===== config.mk =====
export PLATFORM = sky130hd
export DESIGN_NAME = ristretto_fetch_sequencer_flat
export DESIGN_NICKNAME = d
export VERILOG_FILES = /design/src/rtl/ristretto_fetch_sequencer_if.sv /design/src/rtl/ristretto_fetch_sequencer.sv /design/src/flat_wrapper.sv
export SDC_FILE = /design/constraint.sdc
export NUM_CORES = 1
export LEC_CHECK = 0
export BUFFER_PORTS_ARGS = -buffer_cell sky130_fd_sc_hd__buf_2
export CORE_ASPECT_RATIO = 0.6
export CORE_MARGIN = 4
export CORE_UTILIZATION = 50
export CTS_CLUSTER_SIZE = 12
export DETAILED_ROUTE_END_ITERATION = 12
export GPL_TIMING_DRIVEN = 1
export PLACE_DENSITY_LB_ADDON = 0.2
export SLEW_MARGIN = 40
export SYNTH_ARGS = -nofsm -noshare
export SYNTH_HDL_FRONTEND = slang
export SYNTH_SLANG_ARGS = --single-unit
export TNS_END_PERCENT = 5

===== constraint.sdc =====
create_clock -name clk_i -period 1.77 [get_ports clk_i]
set_input_delay 0.0885 -clock clk_i [delete_from_list [all_inputs] [get_ports clk_i]]
set_output_delay 0.0885 -clock clk_i [all_outputs]
set_load 0.01 [all_outputs]

===== src/rtl/ristretto_fetch_sequencer_if.sv =====
// Instruction-memory req/gnt bus: sequencer is master, memory is slave.
// Error return (fs_imem_err) exists only when RISTRETTO_FS_IMEM_ERR_EN is defined.
interface ristretto_fetch_sequencer_if #(
  parameter int unsigned AddrWidth = 32,
  parameter int unsigned DataWidth = 32
);
  logic                 fs_imem_req;
  logic [AddrWidth-1:0] fs_imem_addr;
  logic                 fs_imem_gnt;
  logic                 fs_imem_rvalid;
  logic [DataWidth-1:0] fs_imem_rdata;
`ifdef RISTRETTO_FS_IMEM_ERR_EN
  logic                 fs_imem_err;

  modport master (output fs_imem_req, fs_imem_addr,
                  input  fs_imem_gnt, fs_imem_rvalid, fs_imem_rdata, fs_imem_err);
  modport slave  (input  fs_imem_req, fs_imem_addr,
                  output fs_imem_gnt, fs_imem_rvalid, fs_imem_rdata, fs_imem_err);
`else
  modport master (output fs_imem_req, fs_imem_addr,
                  input  fs_imem_gnt, fs_imem_rvalid, fs_imem_rdata);
  modport slave  (input  fs_imem_req, fs_imem_addr,
                  output fs_imem_gnt, fs_imem_rvalid, fs_imem_rdata);
`endif
endinterface


===== src/rtl/ristretto_fetch_sequencer.sv =====
// Instruction fetch sequencer: issues sequential req/gnt fetches, drops stale responses after redirect.
// Define RISTRETTO_FS_IMEM_ERR_EN to add the memory error return and fs_fetch_err_o.
module ristretto_fetch_sequencer #(
  parameter int unsigned          DataWidth      = 32,
  parameter int unsigned          AddrWidth      = 32,
  parameter int unsigned          MaxOutstanding = 2,
  parameter logic [AddrWidth-1:0] BootAddr       = AddrWidth'(32'h0000_0080)
) (
  input  logic                 clk_i,
  input  logic                 rstn_i,
  input  logic                 fs_fetch_en_i,
  input  logic                 fs_fetch_req_i,
  input  logic                 fs_redirect_i,
  input  logic [AddrWidth-1:0] fs_redirect_pc_i,
  output logic                 fs_new_instr_o,
  output logic [DataWidth-1:0] fs_instr_o,
  output logic [AddrWidth-1:0] fs_current_pc_o,
  output logic                 fs_busy_o,
`ifdef RISTRETTO_FS_IMEM_ERR_EN
  output logic                 fs_fetch_err_o,
`endif
  ristretto_fetch_sequencer_if.master imem
);
  localparam int unsigned          CntW   = $clog2(MaxOutstanding + 1);
  localparam logic [CntW-1:0]      MaxCnt = CntW'(MaxOutstanding);
  localparam logic [DataWidth-1:0] Nop    = DataWidth'(32'h0000_0013);

  typedef enum logic [1:0] {IDLE, ISSUE, WAIT} state_e;

  state_e               state_q, state_d;
  logic [CntW-1:0]      out_cnt_q, out_cnt_d, out_cnt_inc;
  logic [CntW-1:0]      drop_cnt_q, drop_cnt_d;
  logic [AddrWidth-1:0] next_pc_q, next_pc_d, addr_q, addr_d, resp_pc_q, cur_pc_q;
  logic [DataWidth-1:0] instr_q;
  logic                 new_instr_q, err_stop_q, err_stop_d;
  logic                 gnt_acc, rvalid, resp_err, deliver, err_hit, issue_ok;

  assign gnt_acc = (state_q == ISSUE) & imem.fs_imem_gnt;
  assign rvalid  = imem.fs_imem_rvalid;
`ifdef RISTRETTO_FS_IMEM_ERR_EN
  assign resp_err = imem.fs_imem_err;
`else
  assign resp_err = 1'b0;
`endif
  // Responses landing in the redirect cycle belong to the old stream and are dropped.
  assign deliver     = rvalid & (drop_cnt_q == '0) & ~fs_redirect_i;
  assign err_hit     = deliver & resp_err;
  assign err_stop_d  = fs_redirect_i ? 1'b0 : (err_stop_q | err_hit);
  assign out_cnt_inc = out_cnt_q + 1'b1;
  // No new request while redirecting, draining stale data or halted on a bus error.
  assign issue_ok = fs_fetch_en_i & fs_fetch_req_i & ~fs_redirect_i & (drop_cnt_q == '0)
                  & ~err_stop_q & ~err_hit;

  always_comb begin
    state_d    = state_q;
    addr_d     = addr_q;
    next_pc_d  = next_pc_q;
    drop_cnt_d = drop_cnt_q;
    out_cnt_d  = out_cnt_q + CntW'(gnt_acc) - CntW'(rvalid);
    if (gnt_acc) next_pc_d = next_pc_q + AddrWidth'(4);
    unique case (state_q)
      IDLE: begin
        if (issue_ok && out_cnt_q < MaxCnt) begin
          state_d = ISSUE;
          addr_d  = next_pc_q;
        end
      end
      ISSUE: begin
        // Address is frozen until the grant; only then may it advance.
        if (gnt_acc) begin
          if (issue_ok && out_cnt_inc < MaxCnt) begin
            state_d = ISSUE;
            addr_d  = next_pc_q + AddrWidth'(4);
          end else if (out_cnt_d == MaxCnt) begin
            state_d = WAIT;
          end else begin
            state_d = IDLE;
          end
        end
      end
      WAIT: begin
        if (rvalid) state_d = IDLE;
      end
      default: state_d = IDLE;
    endcase
    // Every transaction still owed by memory, including one being granted now, is stale.
    if (fs_redirect_i) begin
      next_pc_d  = fs_redirect_pc_i;
      drop_cnt_d = out_cnt_q - CntW'(rvalid) + CntW'(state_q == ISSUE);
    end else if (rvalid && drop_cnt_q != '0) begin
      drop_cnt_d = drop_cnt_q - 1'b1;
    end
  end

  always_ff @(posedge clk_i or negedge rstn_i) begin
    if (!rstn_i) begin
      state_q     <= IDLE;
      out_cnt_q   <= '0;
      drop_cnt_q  <= '0;
      next_pc_q   <= BootAddr;
      addr_q      <= BootAddr;
      resp_pc_q   <= BootAddr;
      cur_pc_q    <= BootAddr;
      instr_q     <= '0;
      new_instr_q <= 1'b0;
      err_stop_q  <= 1'b0;
    end else begin
      state_q     <= state_d;
      out_cnt_q   <= out_cnt_d;
      drop_cnt_q  <= drop_cnt_d;
      next_pc_q   <= next_pc_d;
      addr_q      <= addr_d;
      new_instr_q <= deliver;
      err_stop_q  <= err_stop_d;
      if (fs_redirect_i)  resp_pc_q <= fs_redirect_pc_i;
      else if (deliver)   resp_pc_q <= resp_pc_q + AddrWidth'(4);
      if (deliver) begin
        instr_q  <= err_hit ? Nop : imem.fs_imem_rdata;
        cur_pc_q <= resp_pc_q + AddrWidth'(4);
      end
    end
  end

`ifdef RISTRETTO_FS_IMEM_ERR_EN
  logic fetch_err_q;
  always_ff @(posedge clk_i or negedge rstn_i) begin
    if (!rstn_i) fetch_err_q <= 1'b0;
    else         fetch_err_q <= err_hit;
  end
  assign fs_fetch_err_o = fetch_err_q;
`endif

  assign imem.fs_imem_req  = (state_q == ISSUE);
  assign imem.fs_imem_addr = addr_q;
  assign fs_new_instr_o    = new_instr_q;
  assign fs_instr_o        = instr_q;
  assign fs_current_pc_o   = cur_pc_q;
  assign fs_busy_o = ((state_q == ISSUE) & ~imem.fs_imem_gnt) | (out_cnt_q == MaxCnt)
                   | (drop_cnt_q != '0) | ~fs_fetch_en_i | err_stop_q;

`ifndef SYNTHESIS
  rvalid_legal_a: assert property (@(posedge clk_i) disable iff (!rstn_i)
    rvalid |-> (out_cnt_q != '0 || drop_cnt_q != '0));
`endif
endmodule


===== src/flat_wrapper.sv =====
// flat-port wrapper written by rule: the top's interface ports become plain ports
module ristretto_fetch_sequencer_flat 
#(
  parameter int unsigned          DataWidth      = 32,
  parameter int unsigned          AddrWidth      = 32,
  parameter int unsigned          MaxOutstanding = 2,
  parameter logic [AddrWidth-1:0] BootAddr       = AddrWidth'(32'h0000_0080)
)
  (clk_i, rstn_i, fs_fetch_en_i, fs_fetch_req_i, fs_redirect_i, fs_redirect_pc_i, fs_new_instr_o, fs_instr_o, fs_current_pc_o, fs_busy_o, imem_fs_imem_req, imem_fs_imem_addr, imem_fs_imem_gnt, imem_fs_imem_rvalid, imem_fs_imem_rdata);
  ristretto_fetch_sequencer_if #(.AddrWidth(AddrWidth), .DataWidth(DataWidth)) imem_i ();
  input  logic clk_i;
  input  logic rstn_i;
  input  logic fs_fetch_en_i;
  input  logic fs_fetch_req_i;
  input  logic fs_redirect_i;
  input  logic [AddrWidth-1:0] fs_redirect_pc_i;
  output logic fs_new_instr_o;
  output logic [DataWidth-1:0] fs_instr_o;
  output logic [AddrWidth-1:0] fs_current_pc_o;
  output logic fs_busy_o;
  output wire logic [$bits(imem_i.fs_imem_req)-1:0] imem_fs_imem_req;
  output wire logic [$bits(imem_i.fs_imem_addr)-1:0] imem_fs_imem_addr;
  input wire logic [$bits(imem_i.fs_imem_gnt)-1:0] imem_fs_imem_gnt;
  input wire logic [$bits(imem_i.fs_imem_rvalid)-1:0] imem_fs_imem_rvalid;
  input wire logic [$bits(imem_i.fs_imem_rdata)-1:0] imem_fs_imem_rdata;
  assign imem_fs_imem_req = imem_i.fs_imem_req;
  assign imem_fs_imem_addr = imem_i.fs_imem_addr;
  assign imem_i.fs_imem_gnt = imem_fs_imem_gnt;
  assign imem_i.fs_imem_rvalid = imem_fs_imem_rvalid;
  assign imem_i.fs_imem_rdata = imem_fs_imem_rdata;
  ristretto_fetch_sequencer #(.DataWidth(DataWidth), .AddrWidth(AddrWidth), .MaxOutstanding(MaxOutstanding), .BootAddr(BootAddr)) u_core (.clk_i(clk_i), .rstn_i(rstn_i), .fs_fetch_en_i(fs_fetch_en_i), .fs_fetch_req_i(fs_fetch_req_i), .fs_redirect_i(fs_redirect_i), .fs_redirect_pc_i(fs_redirect_pc_i), .fs_new_instr_o(fs_new_instr_o), .fs_instr_o(fs_instr_o), .fs_current_pc_o(fs_current_pc_o), .fs_busy_o(fs_busy_o), .imem(imem_i));
endmodule

==> results.py <==
metrics = {
    "outcome": {
        "status": "complete, but fails checks",
        "violations": "setup timing",
    },
    "synthesis": {
        "synth_ff_type": "dfrtp_1",
        "synth_area_per_cell_um2": 9.02,
        "ys_seq_elements": 167,
        "synth_top_area_share": 0.471,
        "synth_mux_area_frac": 0.0193,
        "yosysTopAreaCell": "dfrtp_1",
        "yosysMostFrequentCell": "nand2_1",
        "async_reset_ff_frac": 1.00,
        "synth.distinct_cells": 53,
        "synth_nets": 1039,
        "ys_seq_area_frac": 0.483,
        "syn_area_um2": 8670,
        "synth_top_family_by_area": "simple AND/OR/NAND/NOR gates",
        "synth_xor_area_frac": 0.0465,
        "synth_compound_area_frac": 0.134,
        "synthSimpleGateAreaFrac": 0.268,
        "synth_cells": 961,
        "synth_common_cells": "nand2_1, dfrtp_1, nor2_1",
        "synth.area.top_cells": "dfrtp_1, nand2_1, a31oi_1",
        "synth_enable_flop_cells": 0,
        "synthAdderAreaFrac": 0.0101,
        "yosys_warnings": 0,
    },
    "clock_tree": {
        "cts_num_sinks": 167,
        "path_clk_slew_ps": 70,
        "numCtsBuffers": 17,
        "root_buffer": "clkbuf_16",
        "cts_tree": "yes",
        "clockBufferDepth": 2,
        "htree_levels": 4,
        "worst_skew_pair.late_latency_ps": 430,
    },
    "place": {
        "io_buffer_count": 169,
        "hpwl_um": 19300,
        "placed_cells": 1444,
        "pre_cts_slack_ps": -215,
        "routabilityCongestion": 0.960,
    },
    "finish": {
        "instances_no_fill": 1542,
        "fin_nets": 1380,
        "synthToLayoutAreaGrowth_pct": 41.9,
        "layout-drive-gt1-share": 0.329,
        "fin_util": 0.740,
        "antenna_cells": 0,
    },
    "global_route": {
        "grt_pass1_wl_um": 44000,
        "grt_max_degree": 107,
        "grt_pass1_vias": 8462,
        "grt-ovfl-total": 0,
        "antenna_found_initial": 0,
        "grt_usage": 0.284,
    },
    "die": {
        "pin_count": 170,
        "die_h_um": 110,
        "die_w_um": 178,
        "core_um2": 16600,
        "initial_utilization": 0.522,
        "die_area_um2": 19600,
        "std_cell_rows": 36,
    },
    "timing": {
        "maxSlewViolCount": 0,
        "setup_violations": 51,
        "finalCritPeriodShare": 1.12,
        "skew_ps": 11.2,
        "worst_slack_ps": -214,
        "timing.fmax_mhz": 504,
        "tightest_slew_ps": 588,
        "slew_headroom": 0.608,
        "finalHoldViolations": 0,
        "rsz0062_at_grt": "yes",
        "fin_crit_ps": 1980,
    },
    "worst_hold_path": {
        "hold_class": "input port to register",
        "hold_depth": 3,
    },
    "detailed_routing": {
        "wl_per_cell_um": 18.3,
        "antenna_left": 0,
        "num_vias": 8928,
        "first_pass_iters": 7,
        "vias_per_cell": 5.79,
        "drt-initial-drc-count": 901,
        "wl_um": 28100,
        "drc": 0,
    },
    "critical_path": {
        "r2r_end": "u_core.next_pc_q[21]$_DFFE_PN0P_",
        "required_ps": 2050,
        "worstReg2RegStart": "u_core.next_pc_q[2]$_DFFE_PN0P_",
        "cp_max_fo": 6,
        "worstSetupPathType": "register to register",
        "worst_r2r_path_depth": 6,
        "cp-endpoint": "u_core.next_pc_q[21]$_DFFE_PN0P_",
        "endpoint_kind": "register",
        "crit_arrival_ps": 2270,
        "r2r_setup_slack_ps": -210,
        "startpoint_type": "register",
        "crit_start": "u_core.next_pc_q[2]$_DFFE_PN0P_",
    },
    "power": {
        "peakVddDrop_mv": 0.761,
        "p_leak_uw": 0.00552,
        "power_density_nw_per_um2": 1230,
    },
    "flow_run": {
        "drv_cap": 0,
    },
}
## worst max-delay path, cell delays in order (launching register included)
cell	delay [ps]
dfrtp_1	360
buf_4	110
and4b_2	290
nand4_1	190
buf_2	230
o31ai_1	520
a31oi_4	140
## timing repair
item / in CTS / in global routing
setup endpoints to repair: 72 / 78
resized for setup: 28 / 28
pin swaps: 19 / 21
cloned: 0 / 2
hold buffers: 55 / 0
endpoints found under the hold margin: 234 / 0
setup buffers: 6 / 4
## cells by family after synthesis
| family | count (synthesis) |
|---|---|
| AND/OR/NAND/NOR | 458 |
| buffers and inverters | 84 |
| XOR/XNOR | 46 |
| flip-flops | 167 |
| multiplexers | 15 |
| adder cells (fa/ha/maj) | 7 |
| AO/OA/AOI/OAI | 184 |
## placed cells by master, fill, tap and decap left out, types with 7 or more instances in the layout
cell,n
nand4_1,24
mux2_2,13
or3_1,21
o31ai_1,27
o21ai_0,61
nand2_1,186
dlygate4sd3_1,55
and4_1,8
buf_2,168
xnor2_1,29
nor4_1,12
nand3_1,34
a21oi_1,10
a31oi_1,54
nor3_1,12
clkbuf_16,17
nor2_1,63
or4_1,34
xor2_1,17
buf_4,147
buf_6,9
a211oi_1,7
buf_12,8
dfrtp_1,161
inv_1,15
## registers in the layout (all words and copies together) (netlist names)
| name | count |
|---|---|
| u_core.fs_current_pc_o | 32 |
| u_core.fs_instr_o | 32 |
| u_core.imem.fs_imem_addr | 32 |
| u_core.next_pc_q | 32 |
| u_core.resp_pc_q | 32 |
| u_core.drop_cnt_q | 2 |
| u_core.out_cnt_q | 2 |
| u_core.state_q | 2 |
| u_core.fs_new_instr_o | 1 |
## power by group
group | total, µW | internal [µW] | switching, µW
Sequential | 5810 | 5080 | 730
Combinational | 5230 | 2370 | 2860
Clock | 4080 | 2400 | 1680
## per-layer routing
layer,up-vias,share of wire,GRT usage
li1,4149,-,-
met1,4363,0.44,0.419
met2,389,0.46,0.432
met3,27,0.091,0.0579
met4,0,0.012,0.0695
met5,-,0,0
## stage by stage
step | hold WS [ps] | total power [µW] | area (µm²) | TNS, ps
floorplan | -207 | 8300 | 8710 | -1400
global placement | 100 | 10600 | 10800 | -2370
detailed placement | 97.1 | 10700 | 10800 | -4760
CTS | 1.79 | 15000 | 12100 | -2540
global route | 20.4 | 16000 | 12300 | -6830
finish | 10.9 | 15100 | 12300 | -3430
## worst min-delay path by stage
stage,start,end
3_3_place_gp,rstn_i,u_core.imem.fs_imem_addr[30]$_DFFE_PN0P_
5_1_grt,fs_redirect_pc_i[27],u_core.resp_pc_q[27]$_DFFE_PN0P_
4_1_cts,fs_redirect_pc_i[27],u_core.resp_pc_q[27]$_DFFE_PN0P_
2_1_floorplan,rstn_i,u_core.drop_cnt_q[0]$_DFFE_PN0P_
3_5_place_dp,rstn_i,u_core.imem.fs_imem_addr[30]$_DFFE_PN0P_
6_report,fs_redirect_pc_i[24],u_core.resp_pc_q[24]$_DFFE_PN0P_
## layout make-up
cell class / count / area (µm²)
well taps: 228 / 285
inverters: 18 / 67.6
flip-flops and latches: 167 / 4190
repair buffers: 387 / 2760
multi-input cells: 711 / 4370
clock buffers: 17 / 425
fillers: 1181 / 4320
clock inverters: 14 / 209
Power figures use the tool's default switching activity.
